<file path="src/rtl/tiny_cpu_pkg.sv">
// Shared Tiny-CPU definitions: the default datapath width and the shifter FSM
// state encoding.
package tiny_cpu_pkg;

  localparam int DEFAULT_WIDTH = 8;

  typedef enum logic [1:0] {
    S_IDLE  = 2'd0,
    S_SHIFT = 2'd1,
    S_DONE  = 2'd2
  } state_t;

endpackage

</file>
<file path="src/rtl/shift_right_step.sv">
// One-position right shift: the fill bit is the sign bit in arithmetic mode
// and zero otherwise. The bit that falls off the LSB end is returned as bit_out.
module shift_right_step
  import tiny_cpu_pkg::*;
#(
  parameter int WIDTH = DEFAULT_WIDTH
) (
  input  logic [WIDTH-1:0] data,
  input  logic             arith,
  output logic [WIDTH-1:0] shifted,
  output logic             bit_out
);

  assign shifted = {arith & data[WIDTH-1], data[WIDTH-1:1]};
  assign bit_out = data[0];

endmodule

</file>
<file path="src/rtl/shift_right_seq.sv">
// Multi-cycle right shifter, one bit per clock, with a start/busy/done handshake.
// result/carry/zero are published only on entry to DONE and held otherwise.
module shift_right_seq
  import tiny_cpu_pkg::*;
#(
  parameter  int WIDTH = DEFAULT_WIDTH,
  localparam int AMT_W = $clog2(WIDTH)
) (
  input  logic             clk,
  input  logic             rst_n,
  input  logic             start,
  input  logic             arith,
  input  logic [WIDTH-1:0] data_in,
  input  logic [AMT_W-1:0] amount,
  output logic             busy,
  output logic             done,
  output logic [WIDTH-1:0] result,
  output logic             carry,
  output logic             zero
);

  state_t             state_reg, state_next;
  logic [WIDTH-1:0]   shift_reg, shift_next;
  logic [AMT_W-1:0]   cnt_reg, cnt_next;
  logic               mode_reg, mode_next;
  logic               out_bit_reg, out_bit_next;
  logic [WIDTH-1:0]   result_reg, result_next;
  logic               carry_reg, carry_next;
  logic               zero_reg, zero_next;
  logic               done_reg, done_next;

  logic [WIDTH-1:0]   step_value;
  logic               step_bit;

  shift_right_step #(
    .WIDTH (WIDTH)
  ) u_step (
    .data    (shift_reg),
    .arith   (mode_reg),
    .shifted (step_value),
    .bit_out (step_bit)
  );

  always_ff @(posedge clk) begin
    if (!rst_n) begin
      state_reg   <= S_IDLE;
      shift_reg   <= '0;
      cnt_reg     <= '0;
      mode_reg    <= 1'b0;
      out_bit_reg <= 1'b0;
      result_reg  <= '0;
      carry_reg   <= 1'b0;
      zero_reg    <= 1'b0;
      done_reg    <= 1'b0;
    end else begin
      state_reg   <= state_next;
      shift_reg   <= shift_next;
      cnt_reg     <= cnt_next;
      mode_reg    <= mode_next;
      out_bit_reg <= out_bit_next;
      result_reg  <= result_next;
      carry_reg   <= carry_next;
      zero_reg    <= zero_next;
      done_reg    <= done_next;
    end
  end

  always_comb begin
    state_next   = state_reg;
    shift_next   = shift_reg;
    cnt_next     = cnt_reg;
    mode_next    = mode_reg;
    out_bit_next = out_bit_reg;
    result_next  = result_reg;
    carry_next   = carry_reg;
    zero_next    = zero_reg;
    done_next    = 1'b0;

    case (state_reg)
      S_IDLE: begin
        if (start) begin
          shift_next   = data_in;
          cnt_next     = amount;
          mode_next    = arith;
          out_bit_next = 1'b0;
          state_next   = S_SHIFT;
        end
      end

      S_SHIFT: begin
        if (cnt_reg == '0) begin
          // Publish on the way into DONE so outputs change exactly with done.
          state_next  = S_DONE;
          done_next   = 1'b1;
          result_next = shift_reg;
          carry_next  = out_bit_reg;
          zero_next   = (shift_reg == '0);
        end else begin
          shift_next   = step_value;
          out_bit_next = step_bit;
          cnt_next     = cnt_reg - AMT_W'(1);
        end
      end

      S_DONE: begin
        state_next = S_IDLE;
      end

      default: begin
        state_next = S_IDLE;
      end
    endcase
  end

  assign busy   = (state_reg != S_IDLE);
  assign done   = done_reg;
  assign result = result_reg;
  assign carry  = carry_reg;
  assign zero   = zero_reg;

endmodule

</file>
<file path="config.mk">
export PLATFORM = sky130hd
export DESIGN_NAME = shift_right_seq
export DESIGN_NICKNAME = d
export VERILOG_FILES = /design/src/rtl/tiny_cpu_pkg.sv /design/src/rtl/shift_right_step.sv /design/src/rtl/shift_right_seq.sv
export SDC_FILE = /design/constraint.sdc
export NUM_CORES = 1
export LEC_CHECK = 0
export CAP_MARGIN = 15
export CORE_MARGIN = 2
export CORE_UTILIZATION = 49
export CTS_CLUSTER_DIAMETER = 100
export DETAILED_ROUTE_END_ITERATION = 12
export DONT_BUFFER_PORTS = 1
export MAX_ROUTING_LAYER = met4
export PLACE_DENSITY = 0.62
export REMOVE_ABC_BUFFERS = 1
export SYNTH_ARGS = -nofsm -noshare
export SYNTH_HDL_FRONTEND = slang
export SYNTH_SLANG_ARGS = --single-unit
</file>
<file path="constraint.sdc">
create_clock -name clk -period 2 [get_ports clk]
set_input_delay 0.4 -clock clk [delete_from_list [all_inputs] [get_ports clk]]
set_output_delay 0.4 -clock clk [all_outputs]
set_load 0.02 [all_outputs]
</file>
# After elaboration in Yosys (flattened, before gate mapping)
# Index checks and enable logic that the tools add are counted.
totals:
  reg_bits: 26
  out_inout_bits: 12
op_classes:
  add_sub_neg: 1
  n_eq_ne: 4
  n_mux: 13
  n_bitwise: 1
  reduce_logical: 10
op_table:
  columns: ["cell", "n"]
  rows:
  - ["$mux W8", 2]
  - ["$pmux W8 S2", 1]
  - ["$logic_not A8 Y1", 1]
  - ["$reduce_and A2 Y1", 4]
  - ["$mux W3", 2]
  - ["$ne A2 B2 Y1 const B", 3]
  - ["$pmux W3 S2", 1]
  - ["$mux W2", 2]
  - ["$pmux W2 S2", 1]
  - ["$reduce_bool A2 Y1", 2]
  - ["$logic_not A3 Y1", 1]
  - ["$mux W1", 3]
  - ["$reduce_and A3 Y1", 1]
  - ["$sub A3 B1 Y3 const B", 1]
  - ["$eq A2 B1 Y1 const B", 1]
  - ["$logic_not A2 Y1", 1]
  - ["$pmux W1 S2", 1]
  - ["$and A1 B1 Y1", 1]

# Logic depth before layout (Yosys ltp)
# Gate-level depths: netlist of the first run.
logic_depth:
  ltp_word: 3
  ltp_mapped: 7

# Modules after synthesis
# From an unflattened synthesis of the first run, not the netlist that was laid out.
unflattened:
  cells_unflattened: 134
  hier_area_um2: 1239.9
by_module_without_submodules:
  columns: ["module", "instances", "cells_per_inst", "area_each_um2", "seq_area_each_um2"]
  rows:
  - ["shift_right_seq", 1, 125, 1173.6, 520.5]
  - ["shift_right_step", 1, 9, 66.3, 0.0]

# Worst setup path after synthesis of the first run
# OpenSTA, ideal clock, no wires.
synth_timing:
  path_kind: "flip-flop to flip-flop"
  from: "register cnt_reg[0]"
  to: "register shift_reg[0]"
  setup_time_ps: 125
  arrival_time_ps: 1378
  required_ps: 1875
  setup_slack_ps: 497
  stages_incl_launch_ff: 8
  path_buffers: 1
  cell_sequence: "dfxtp_1 inv_1 ha_1 ha_1 nand2b_1 a21oi_1 buf_4 o22ai_2"
synth_via:
  elab_chain_len: 3
synth_rtl:
  columns: ["item", "line_no", "rtl"]
  rows:
  - ["start, declared", "shift_right_seq.sv:24", "logic [AMT_W-1:0] cnt_reg, cnt_next;"]
  - ["start signal, assigned", "shift_right_seq.sv:58", "cnt_reg <= cnt_next;"]
  - ["$logic_not A3 Y1", "shift_right_seq.sv:91", "if (cnt_reg == '0) begin"]
  - ["$ne A2 B2 Y1 (no source line)", null, null]
  - ["$reduce_and A3 Y1 (no source line)", null, null]
  - ["end signal, assigned", "shift_right_seq.sv:57", "shift_reg <= shift_next;"]
  - ["end, declared", "shift_right_seq.sv:23", "logic [WIDTH-1:0] shift_reg, shift_next;"]
# No other way between the ends.
# A chain may end at the register's enable or synchronous reset.

# Worst setup path after layout of the first run
layout_timing:
  from: "register cnt_reg[0]"
  to: "register shift_reg[2]"
# Same word-level chain as after synthesis.

==> results of run 1 <==
[metrics by stage]
stage	power (mW)	cells	util
floorplan	0.762	117	-
global placement	0.807	148	0.521
detailed placement	0.813	148	0.521
CTS	1.08	152	0.537
global route	1.12	152	0.537
finish	1.06	152	0.537
[critical path, delay by kind of cell (launching register included)]
kind                       cells  cell delay, ps
AOI/OAI and AO/OA              2             510
and+or+nand+nor                1             170
DFF                            1             350
buffers and inverters          2             280
adders and majority gates      2             420
[how the worst max path moves through the flow]
| stage | to | slack (ps) | depth (start not counted) |
|---|---|---|---|
| 6_report | shift_reg[2] | 210 | 7 |
| 5_1_grt | shift_reg[0] | 110 | 7 |
| 4_1_cts | shift_reg[2] | 200 | 7 |
| 3_5_place_dp | shift_reg[2] | 240 | 7 |
| 3_3_place_gp | shift_reg[2] | 300 | 7 |
| 2_1_floorplan | cnt_reg[1] | 40 | 6 |
[metal layers]
metal,GRT usage,wire length [um],part of all wire,vias up
li1,-,-,-,423
met1,0.228,1040,0.49,374
met2,0.276,997,0.47,15
met3,0.0314,85,0.040,2
met4,0.0769,17,0.0080,0
met5,-,0,0,-
[synth_stat cells (all sizes together)]
library cell / n
a211o: 1
a21oi: 13
and3b: 1
buf: 5
clkbuf: 2
dfxtp: 26
ha: 2
inv: 6
mux2i: 9
nand2: 32
nand2b: 3
nand3: 1
nand3b: 1
nor2: 3
nor3b: 2
nor4: 2
o22ai: 11
o31ai: 1
o32ai: 1
or2: 1
or3b: 1
[cells by family after synthesis]
kind of cell	after synthesis
fa+ha+maj	2
compound gates	27
simple gates	47
flops	26
buf+inv	13
mux	9
[cell type report]
cell class,count,area (um2)
clock buffers,4,36.3
fillers,217,1020
inverters,6,22.5
multi-input cells,85,552
flip-flops and latches,26,520
well taps,28,35.0
repair buffers,3,22.5
[power groups by stage]
stage	clock network [mW]	logic (mW)	registers, mW
floorplan	0	0.161	0.601
global placement	0	0.197	0.610
detailed placement	0	0.203	0.610
CTS	0.274	0.204	0.598
global route	0.294	0.225	0.605
finish	0.259	0.202	0.598
==> parameters.txt, run 1 <==
Parameter                              Value

Pwr
  Internal power component ... 0.753 mW
  Sequential cell fraction of total power ... 0.565
  Fraction of power spent switching nets ... 0.289
  Power per standard cell area ... about 900 nW/um2
  Clock share of power ... 0.245
  Leakage power total ... roughly 0.47 nW
  Logic pwr share ... 0.191
  Switching pwr ... 0.306 mW
  Peak supply drop ... 402 uV

Floorplanning
  Die outline height ... approximately 52 um
  Ports placed on the boundary ... 27
  Initial cell density of the core ... 0.515
  Area enclosed by the die boundary ... between 2000 and 3000 um2
  Chip width ... 52.2 um
  Site row count ... 17
  Core ar. ... approximately 2200 um2

Yosys
  Adder and majority cell fraction of the synthesized area ... 0.0220
  Top cell type's share of synthesized area ... 0.457
  Leading area contributor after synthesis ... dfxtp_1
  Synth warnings ... 0
  Cell area after technology mapping ... ~1100 um2
  Register bit count reported by yosys ... 26
  Post-synthesis sequential area ratio ... 0.457
  Number of unique standard cell types used by synthesis ... 25
  Main combinational cell family by area after synthesis ... compound AO/OA/AOI/OAI gates
  Multiplexer fraction of the synthesized cell area ... 0.0791
  Basic-gate share of the synthesized area counting and, or, nand and nor cells ... 0.188
  Complex-gate fraction of the synthesized area ... 0.196
  Cells after synthesis ... about 120
  Mean instance size in the synthesized netlist ... about 9.2 um2
  Top area cells in the synthesized netlist ... dfxtp_1 (46%), nand2_1 (11%), o22ai_2 (9.9%)
  Post-Synth XOR/XNOR Area ... 0

Placement
  Detail Placement HPWL ... between 1.5 and 2 mm
  Pre-CTS WS ... between 200 and 250 ps
  Global placer's final weighted congestion ... slightly above 0.7
  IO buf count ... 0
  Cell area reported after detailed placement ... 1150 um2

Setup path
  Required time at the worst-slack endpoint ... approximately 2300 ps
  Maximum net fanout on the critical path ... 9
  Worst Setup End Kind ... flip-flop
  Crit path top cell by count ... ha_1
  Cells on worst reg2reg path ... 7
  Critical Path, Cell by Cell ... inv_1 > ha_1 > ha_1 > nand2b_1 > a211o_1 > buf_4 > o22ai_2
  Start point of the critical path ... cnt_reg[0]
  Class of the most critical setup path ... flip-flop to flip-flop
  Reg-to-reg critical path endpoint ... shift_reg[2]
  Worst-case register-to-register setup slack ... roughly 210 ps
  Data arrival time of the critical path ... 2050 ps
  Critical Path Start Type ... flip-flop
  Maximum cell stage delay along the critical path ... between 400 and 500 ps
  Cell with the biggest individual delay on the critical path ... a211o_1
  Reg2reg start ... cnt_reg[0]

Timing
  Ratio of final minimum period to clock period ... 0.897
  Skew final ... 4.48 ps
  Highest clock frequency the design can meet ... approximately 560 MHz
  Unrepaired setup endpoints after global routing ... false
  Worst hold slack ... roughly 230 ps
  Worst setup slack after layout ... 207 ps
  Final min period ... 1790 ps
  Sum Neg Setup Slack ... 0 ps
  Fin. Hold Viols ... 0
  Actual transition at the worst max-transition pin ... between 700 and 800 ps
  Count of endpoints failing setup in the final report ... 0
  Worst max-slew margin expressed relative to the limit ... 0.522
  Final count of pins violating max slew ... 0

Drt
  Detailed router's first-iteration violation count ... 10
  Post-route DRC violation count ... 0
  Via total after detailed routing ... between 800 and 900
  Antenna Violating Nets Remaining ... 0
  Routed WL ... about 2.1 mm
  DR WL/cell ... roughly 14 um
  Via count normalized by instance count ... about 5.4
  Iteration count of the initial detailed-routing pass ... 4

Clocking
  Hold Buf Count CTS ... 0
  Number of buffers inserted during clock tree synthesis ... 3
  Worst skew pair latency ... about 310 ps
  Maximum root-to-sink buffer count ... 2
  Deepest level of the CTS H-tree ... 1
  Clock tree from TritonCTS ... yes
  CTS resizes ... 0
  Clock sink total ... 26
  Count of buffers added by post-CTS timing repair for setup ... 0
  Buffer type at the clock tree root ... clkbuf_4
  Clock transition at the register clock pins on the worst setup and hold paths after CTS ... 140 ps

Final layout
  Antenna fix cells ... 0
  Most common cell after layout, fill and taps aside ... nand2_1
  Number of nets in the layout ... between 100 and 150
  Fraction of layout instances using a drive strength above 1 ... 0.153
  Summed area of non-filler cells in the final layout ... approximately 1200 um2
  Commonest non-fill, non-tap cells in the layout ... nand2_1 (32), dfxtp_1 (26), a21oi_1 (13)
  P&R area growth vs syn ... 4.40%

Hold path
  Min-Delay Path Class ... input port to flip-flop
  Hold Crit Endpoint ... shift_reg[7]
  Hold_sp ... rst_n
  Cell count of the worst hold path ... 2

Global route
  Pin count of the biggest net entering global routing ... 15
  GRT overflow ... 0
  Total global-route track usage ... 0.178
  Number of global-route vias before repair ... between 700 and 800
  Initial antenna violation count ... 0
  Global-route wire length before repair ... around 3.5 mm

Flow run
  Max_cap viols ... 0

Run status
  Status ... finished, final reports clean
No activity file was read; power rests on OpenSTA's default activity.
==> run 2: changes to the inputs <==
- CELL_PAD_IN_SITES_DETAIL_PLACEMENT: unset -> 0
- CELL_PAD_IN_SITES_GLOBAL_PLACEMENT: unset -> 1
- CORE_UTILIZATION: 49 -> 45
- PLACE_DENSITY: 0.62 -> 0.74
==> run 2 against run 1 <==
Sequential power barely moved. Register-to-register slack improved by 20 ps. Power rose by 0.66%. Count of clock-buffer cells in the layout did not move. Hold slack barely moved. Highest routed layer unchanged.
==> parameters.txt, run 2 (synthesis results as in run 1) <==
Parameter                              Value

Setup path
  Worst Setup End Kind ... flip-flop (unchanged)
  Critical Path Start Type ... flip-flop (unchanged)
  Maximum net fanout on the critical path ... 8 (was 9)
  Reg-to-reg critical path endpoint ... cnt_reg[2] (was shift_reg[2])
  Data arrival time of the critical path ... 2030 ps (was 2050 ps)
  Class of the most critical setup path ... flip-flop to flip-flop (unchanged)
  Worst-case register-to-register setup slack ... 220 ps (was 210 ps)
  Reg2reg start ... cnt_reg[0] (unchanged)
  Cells on worst reg2reg path ... 7 (unchanged)
  Required time at the worst-slack endpoint ... 2250 ps (about the same)

Final layout
  Area of combinational cells with multiple inputs ... 552 um2 (unchanged)
  Final Core Density ... 0.496 (was 0.537)
  Area taken by flip-flops and latches ... 520 um2 (unchanged)
  Layout filler cell count ... 255 (was 217)
  Number of nets in the layout ... 144 (was 142)
  Commonest non-fill, non-tap cells in the layout ... nand2_1 (32), dfxtp_1 (26), a21oi_1 (13) (unchanged)
  P&R area growth vs syn ... 5.93% (was 4.40%)
  Antenna fix cells ... 0 (unchanged)
  Fraction of layout instances using a drive strength above 1 ... 0.167 (was 0.153)
  Most common cell after layout, fill and taps aside ... nand2_1 (unchanged)

Timing
  Fin. Hold Viols ... 0 (unchanged)
  Count of endpoints failing setup in the final report ... 0 (unchanged)
  Worst max-slew margin expressed relative to the limit ... 0.696 (was 0.522)
  Worst setup slack after layout ... 222 ps (was 207 ps)
  Sum Neg Setup Slack ... 0 ps (unchanged)
  Unrepaired setup endpoints after global routing ... false (unchanged)
  Skew final ... 4.09 ps (was 4.48 ps)
  Final min period ... 1780 ps (was 1790 ps)
  Actual transition at the worst max-transition pin ... 454 ps (was 718 ps)
  Ratio of final minimum period to clock period ... 0.889 (was 0.897)
  Final count of pins violating max slew ... 0 (unchanged)
  Highest clock frequency the design can meet ... 563 MHz (was 558 MHz)

Hold path
  Hold Crit Endpoint ... shift_reg[7] (unchanged)
  Hold_sp ... rst_n (unchanged)
  Cell count of the worst hold path ... 2 (unchanged)
  Min-Delay Path Class ... input port to flip-flop (unchanged)

Placement
  Detail Placement HPWL ... 1.62 mm (was 1.53 mm)
  Pre-CTS WS ... 260 ps (was 239 ps)
  IO buf count ... 0 (unchanged)
  Global placer's final weighted congestion ... 0.708 (was 0.722)

Global route
  Global-route wire length before repair ... 3.56 mm (was 3.47 mm)
  Initial antenna violation count ... 0 (unchanged)
  Pin count of the biggest net entering global routing ... 15 (unchanged)
  GRT overflow ... 0 (unchanged)
  Number of global-route vias before repair ... 761 (was 796)
  Total global-route track usage ... 0.175 (was 0.178)

Pwr
  Peak supply drop ... 407 uV (was 402 uV)
  Sequential cell fraction of total power ... 0.563 (was 0.565)
  Fraction of power spent switching nets ... 0.289 (about the same)
  Clock share of power ... 0.243 (was 0.245)
  Power per standard cell area ... 883 nW/um2 (was 890 nW/um2)
  Switching pwr ... 0.308 mW (was 0.306 mW)
  Leakage power total ... 0.477 nW (was 0.468 nW)
  Internal power component ... 0.757 mW (was 0.753 mW)
  Total design power ... 1.07 mW (was 1.06 mW)
  Logic pwr share ... 0.194 (was 0.191)

Floorplanning
  Site row count ... 18 (was 17)
  Core ar. ... 2430 um2 (was 2210 um2)
  Area enclosed by the die boundary ... 2950 um2 (was 2730 um2)
  Ports placed on the boundary ... 27 (unchanged)
  Chip width ... 54.3 um (was 52.2 um)
  Initial cell density of the core ... 0.468 (was 0.515)
  Die outline height ... 54.3 um (was 52.2 um)

Flow run
  Max_cap viols ... 0 (unchanged)

Clocking
  Worst skew pair latency ... 310 ps (about the same)
  Clock tree from TritonCTS ... yes (unchanged)
  Deepest level of the CTS H-tree ... 1 (unchanged)
  Clock sink total ... 26 (unchanged)
  Clock transition at the register clock pins on the worst setup and hold paths after CTS ... 140 ps (about the same)
  Count of buffers added by post-CTS timing repair for setup ... 0 (unchanged)
  Number of buffers inserted during clock tree synthesis ... 3 (unchanged)
  Hold Buf Count CTS ... 0 (unchanged)
  Buffer type at the clock tree root ... clkbuf_4 (unchanged)
  Maximum root-to-sink buffer count ... 2 (unchanged)
  CTS resizes ... 0 (unchanged)

Drt
  Post-route DRC violation count ... 0 (unchanged)
  Iteration count of the initial detailed-routing pass ... 2 (was 4)
  Detailed router's first-iteration violation count ... 10 (unchanged)
  DR WL/cell ... 14.2 um (was 14.1 um)
  Via count normalized by instance count ... 5.45 (was 5.36)
  Antenna Violating Nets Remaining ... 0 (unchanged)
  Routed WL ... 2.22 mm (was 2.14 mm)
  Via total after detailed routing ... 850 (was 814)

Run status
  Status ... finished, final reports clean (unchanged)
==> run 2: routing by layer <==
| layer | GRT usage | wire [um] |
|---|---|---|
| met1 | 0.214 | 1040 |
| met2 | 0.279 | 1070 |
| met3 | 0.0410 | 95 |
| met4 | 0.0625 | 10 |
| met5 | - | 0 |
==> run 2: worst max-delay path, stage by stage, from the launching register on <==
cell      delay [ps]
dfxtp_1          350
inv_1             60
ha_1             190
ha_1             210
nand2b_1         160
a211o_1          420
buf_4            230
o22ai_2           90
==> run 2: power by group through the flow <==
stage | clock, mW | combinational, mW | sequential (mW)
finish | 0.259 | 0.207 | 0.600
global route | 0.295 | 0.232 | 0.607
CTS | 0.274 | 0.209 | 0.600
detailed placement | 0 | 0.209 | 0.612
global placement | 0 | 0.204 | 0.610
floorplan | 0 | 0.161 | 0.601
==> run 2: cell type report <==
cell class / instances / share of cell area
clock buffer: 4 / 0.0301
multi-input combinational: 85 / 0.457
tap: 30 / 0.0311
timing repair buffer: 5 / 0.0311
sequential: 26 / 0.432
inverter: 6 / 0.0187
==> run 2: stage by stage <==
step / cells / hold slack, ps / instance area [um2]
global route: 156 / 203 / 1210
global placement: 152 / 447 / 1170
CTS: 156 / 210 / 1210
floorplan: 117 / 432 / 1090
finish: 156 / 227 / 1210
detailed placement: 152 / 460 / 1170
==> run 2: worst max path at each step <==
stage,from,endpoint,slack [ps],cells past startpoint
2_1_floorplan,cnt_reg[0],cnt_reg[1],40,6
4_1_cts,cnt_reg[0],cnt_reg[2],230,7
3_3_place_gp,cnt_reg[0],shift_reg[4],310,7
6_report,cnt_reg[0],cnt_reg[2],220,7
5_1_grt,cnt_reg[0],cnt_reg[1],160,7
3_5_place_dp,cnt_reg[0],cnt_reg[2],260,7
==> run 3: changes to the inputs <==
- PLACE_DENSITY: 0.74 -> 0.72
==> run 3 against run 2 <==
Core utilization shrank 0.57 points. First-iteration DRC count is the same. Clock skew down 2.5 ps. Power is 3.9% lower. Die area unchanged. Cell count decreased by 0.64%.
==> parameters.txt, run 3 (synthesis results as in run 1) <==
Parameter                              Value

Timing
  Fin. Hold Viols ... 0 (unchanged)
  Highest clock frequency the design can meet ... 566 MHz (was 563 MHz)
  Count of endpoints failing setup in the final report ... 0 (unchanged)
  Worst max-slew margin expressed relative to the limit ... 0.685 (was 0.696)
  Final count of pins violating max slew ... 0 (unchanged)
  Actual transition at the worst max-transition pin ... 471 ps (was 454 ps)
  Ratio of final minimum period to clock period ... 0.883 (was 0.889)
  Final min period ... 1770 ps (was 1780 ps)
  Skew final ... 1.63 ps (was 4.09 ps)
  Worst setup slack after layout ... 234 ps (was 222 ps)
  Sum Neg Setup Slack ... 0 ps (unchanged)
  Unrepaired setup endpoints after global routing ... false (unchanged)
  Worst hold slack ... 227 ps (about the same)

Placement
  Cell area reported after detailed placement ... 1170 um2 (unchanged)
  IO buf count ... 0 (unchanged)
  Detail Placement HPWL ... 1.60 mm (was 1.62 mm)
  Pre-CTS WS ... 253 ps (was 260 ps)
  Post-placement cell count ... 152 (unchanged)
  Global placer's final weighted congestion ... 0.726 (was 0.708)

Drt
  Routed WL ... 2.26 mm (was 2.22 mm)
  Via total after detailed routing ... 839 (was 850)
  Iteration count of the initial detailed-routing pass ... 4 (was 2)
  DR WL/cell ... 14.6 um (was 14.2 um)
  Post-route DRC violation count ... 0 (unchanged)
  Via count normalized by instance count ... 5.41 (was 5.45)
  Detailed router's first-iteration violation count ... 10 (unchanged)
  Antenna Violating Nets Remaining ... 0 (unchanged)

Clocking
  Clock sink total ... 26 (unchanged)
  CTS resizes ... 0 (unchanged)
  Count of buffers added by post-CTS timing repair for setup ... 0 (unchanged)
  Maximum root-to-sink buffer count ... 2 (unchanged)
  Buffer type at the clock tree root ... clkbuf_4 (unchanged)
  Clock tree from TritonCTS ... yes (unchanged)
  Number of buffers inserted during clock tree synthesis ... 3 (unchanged)
  Worst skew pair latency ... 310 ps (about the same)
  Hold Buf Count CTS ... 0 (unchanged)
  Deepest level of the CTS H-tree ... 1 (unchanged)
  Clock transition at the register clock pins on the worst setup and hold paths after CTS ... 130 ps (was 140 ps)

Pwr
  Leakage power total ... 0.470 nW (was 0.477 nW)
  Total design power ... 1.02 mW (was 1.07 mW)
  Fraction of power spent switching nets ... 0.300 (was 0.289)
  Internal power component ... 0.716 mW (was 0.757 mW)
  Power per standard cell area ... 858 nW/um2 (was 883 nW/um2)
  Switching pwr ... 0.307 mW (was 0.308 mW)
  Peak supply drop ... 418 uV (was 407 uV)
  Clock share of power ... 0.211 (was 0.243)
  Sequential cell fraction of total power ... 0.587 (was 0.563)
  Logic pwr share ... 0.202 (was 0.194)

Setup path
  Cells on worst reg2reg path ... 7 (unchanged)
  Worst-case register-to-register setup slack ... 230 ps (was 220 ps)
  Reg-to-reg critical path endpoint ... shift_reg[3] (was cnt_reg[2])
  Worst Setup End Kind ... flip-flop (unchanged)
  Start point of the critical path ... cnt_reg[0] (unchanged)
  Critical Path Start Type ... flip-flop (unchanged)
  Data arrival time of the critical path ... 2020 ps (was 2030 ps)
  Required time at the worst-slack endpoint ... 2250 ps (about the same)
  Class of the most critical setup path ... flip-flop to flip-flop (unchanged)
  Reg2reg start ... cnt_reg[0] (unchanged)
  Maximum net fanout on the critical path ... 8 (unchanged)

Final layout
  Commonest non-fill, non-tap cells in the layout ... nand2_1 (32), dfxtp_1 (26), a21oi_1 (13) (unchanged)
  Antenna fix cells ... 0 (unchanged)
  Final Core Density ... 0.490 (was 0.496)
  Fraction of layout instances using a drive strength above 1 ... 0.160 (was 0.167)
  Most common cell after layout, fill and taps aside ... nand2_1 (unchanged)
  P&R area growth vs syn ... 4.72% (was 5.93%)
  Number of nets in the layout ... 144 (unchanged)
  Number of cells in the finished layout apart from fillers ... 155 (was 156)
  Summed area of non-filler cells in the final layout ... 1190 um2 (was 1210 um2)

Floorplanning
  Core ar. ... 2430 um2 (unchanged)
  Chip width ... 54.3 um (unchanged)
  Area enclosed by the die boundary ... 2950 um2 (unchanged)
  Ports placed on the boundary ... 27 (unchanged)
  Initial cell density of the core ... 0.468 (unchanged)
  Site row count ... 18 (unchanged)
  Die outline height ... 54.3 um (unchanged)

Hold path
  Cell count of the worst hold path ... 2 (unchanged)
  Min-Delay Path Class ... input port to flip-flop (unchanged)
  Hold Crit Endpoint ... shift_reg[7] (unchanged)
  Hold_sp ... rst_n (unchanged)

Run status
  Status ... finished, final reports clean (unchanged)

Global route
  Initial antenna violation count ... 0 (unchanged)
  Number of global-route vias before repair ... 749 (was 761)
  Global-route wire length before repair ... 3.44 mm (was 3.56 mm)
  GRT overflow ... 0 (unchanged)
  Total global-route track usage ... 0.171 (was 0.175)
  Pin count of the biggest net entering global routing ... 15 (unchanged)

Flow run
  Max_cap viols ... 0 (unchanged)
-- run 3: worst max-delay path by stage --
stage	endpoint	slack, ps	cells past startpoint
CTS	shift_reg[3]	220	7
floorplan	cnt_reg[1]	40	6
global route	shift_reg[3]	160	7
global placement	shift_reg[4]	310	7
detailed placement	shift_reg[3]	250	7
finish	shift_reg[3]	230	7
-- run 3: final cells by class --
cell class | count | area (um2)
well taps | 30 | 37.5
repair buffers | 5 | 37.5
clock buffers | 3 | 22.5
inverters | 6 | 22.5
multi-input cells | 85 | 552
fillers | 249 | 1240
flip-flops and latches | 26 | 520
-- run 3: power groups by stage --
stage	registers [mW]	logic (mW)	clock network, mW
floorplan	0.601	0.161	0
global placement	0.612	0.202	0
detailed placement	0.613	0.207	0
CTS	0.602	0.208	0.225
global route	0.609	0.224	0.254
finish	0.601	0.206	0.216
-- run 3: critical path, stage by stage (launching register included) --
cell and delay, ps:
dfxtp_1 350, inv_1 60, ha_1 190, ha_1 210
nand2b_1 170, a211o_1 420, buf_4 230, o22ai_2 80
-- run 3: routing by layer --
layer / vias to the layer above / part of all wire / track usage
met5: - / 0 / -
li1: 427 / - / -
met4: 0 / 0.0066 / 0.0750
met3: 2 / 0.044 / 0.0464
met2: 18 / 0.47 / 0.257
met1: 392 / 0.48 / 0.214
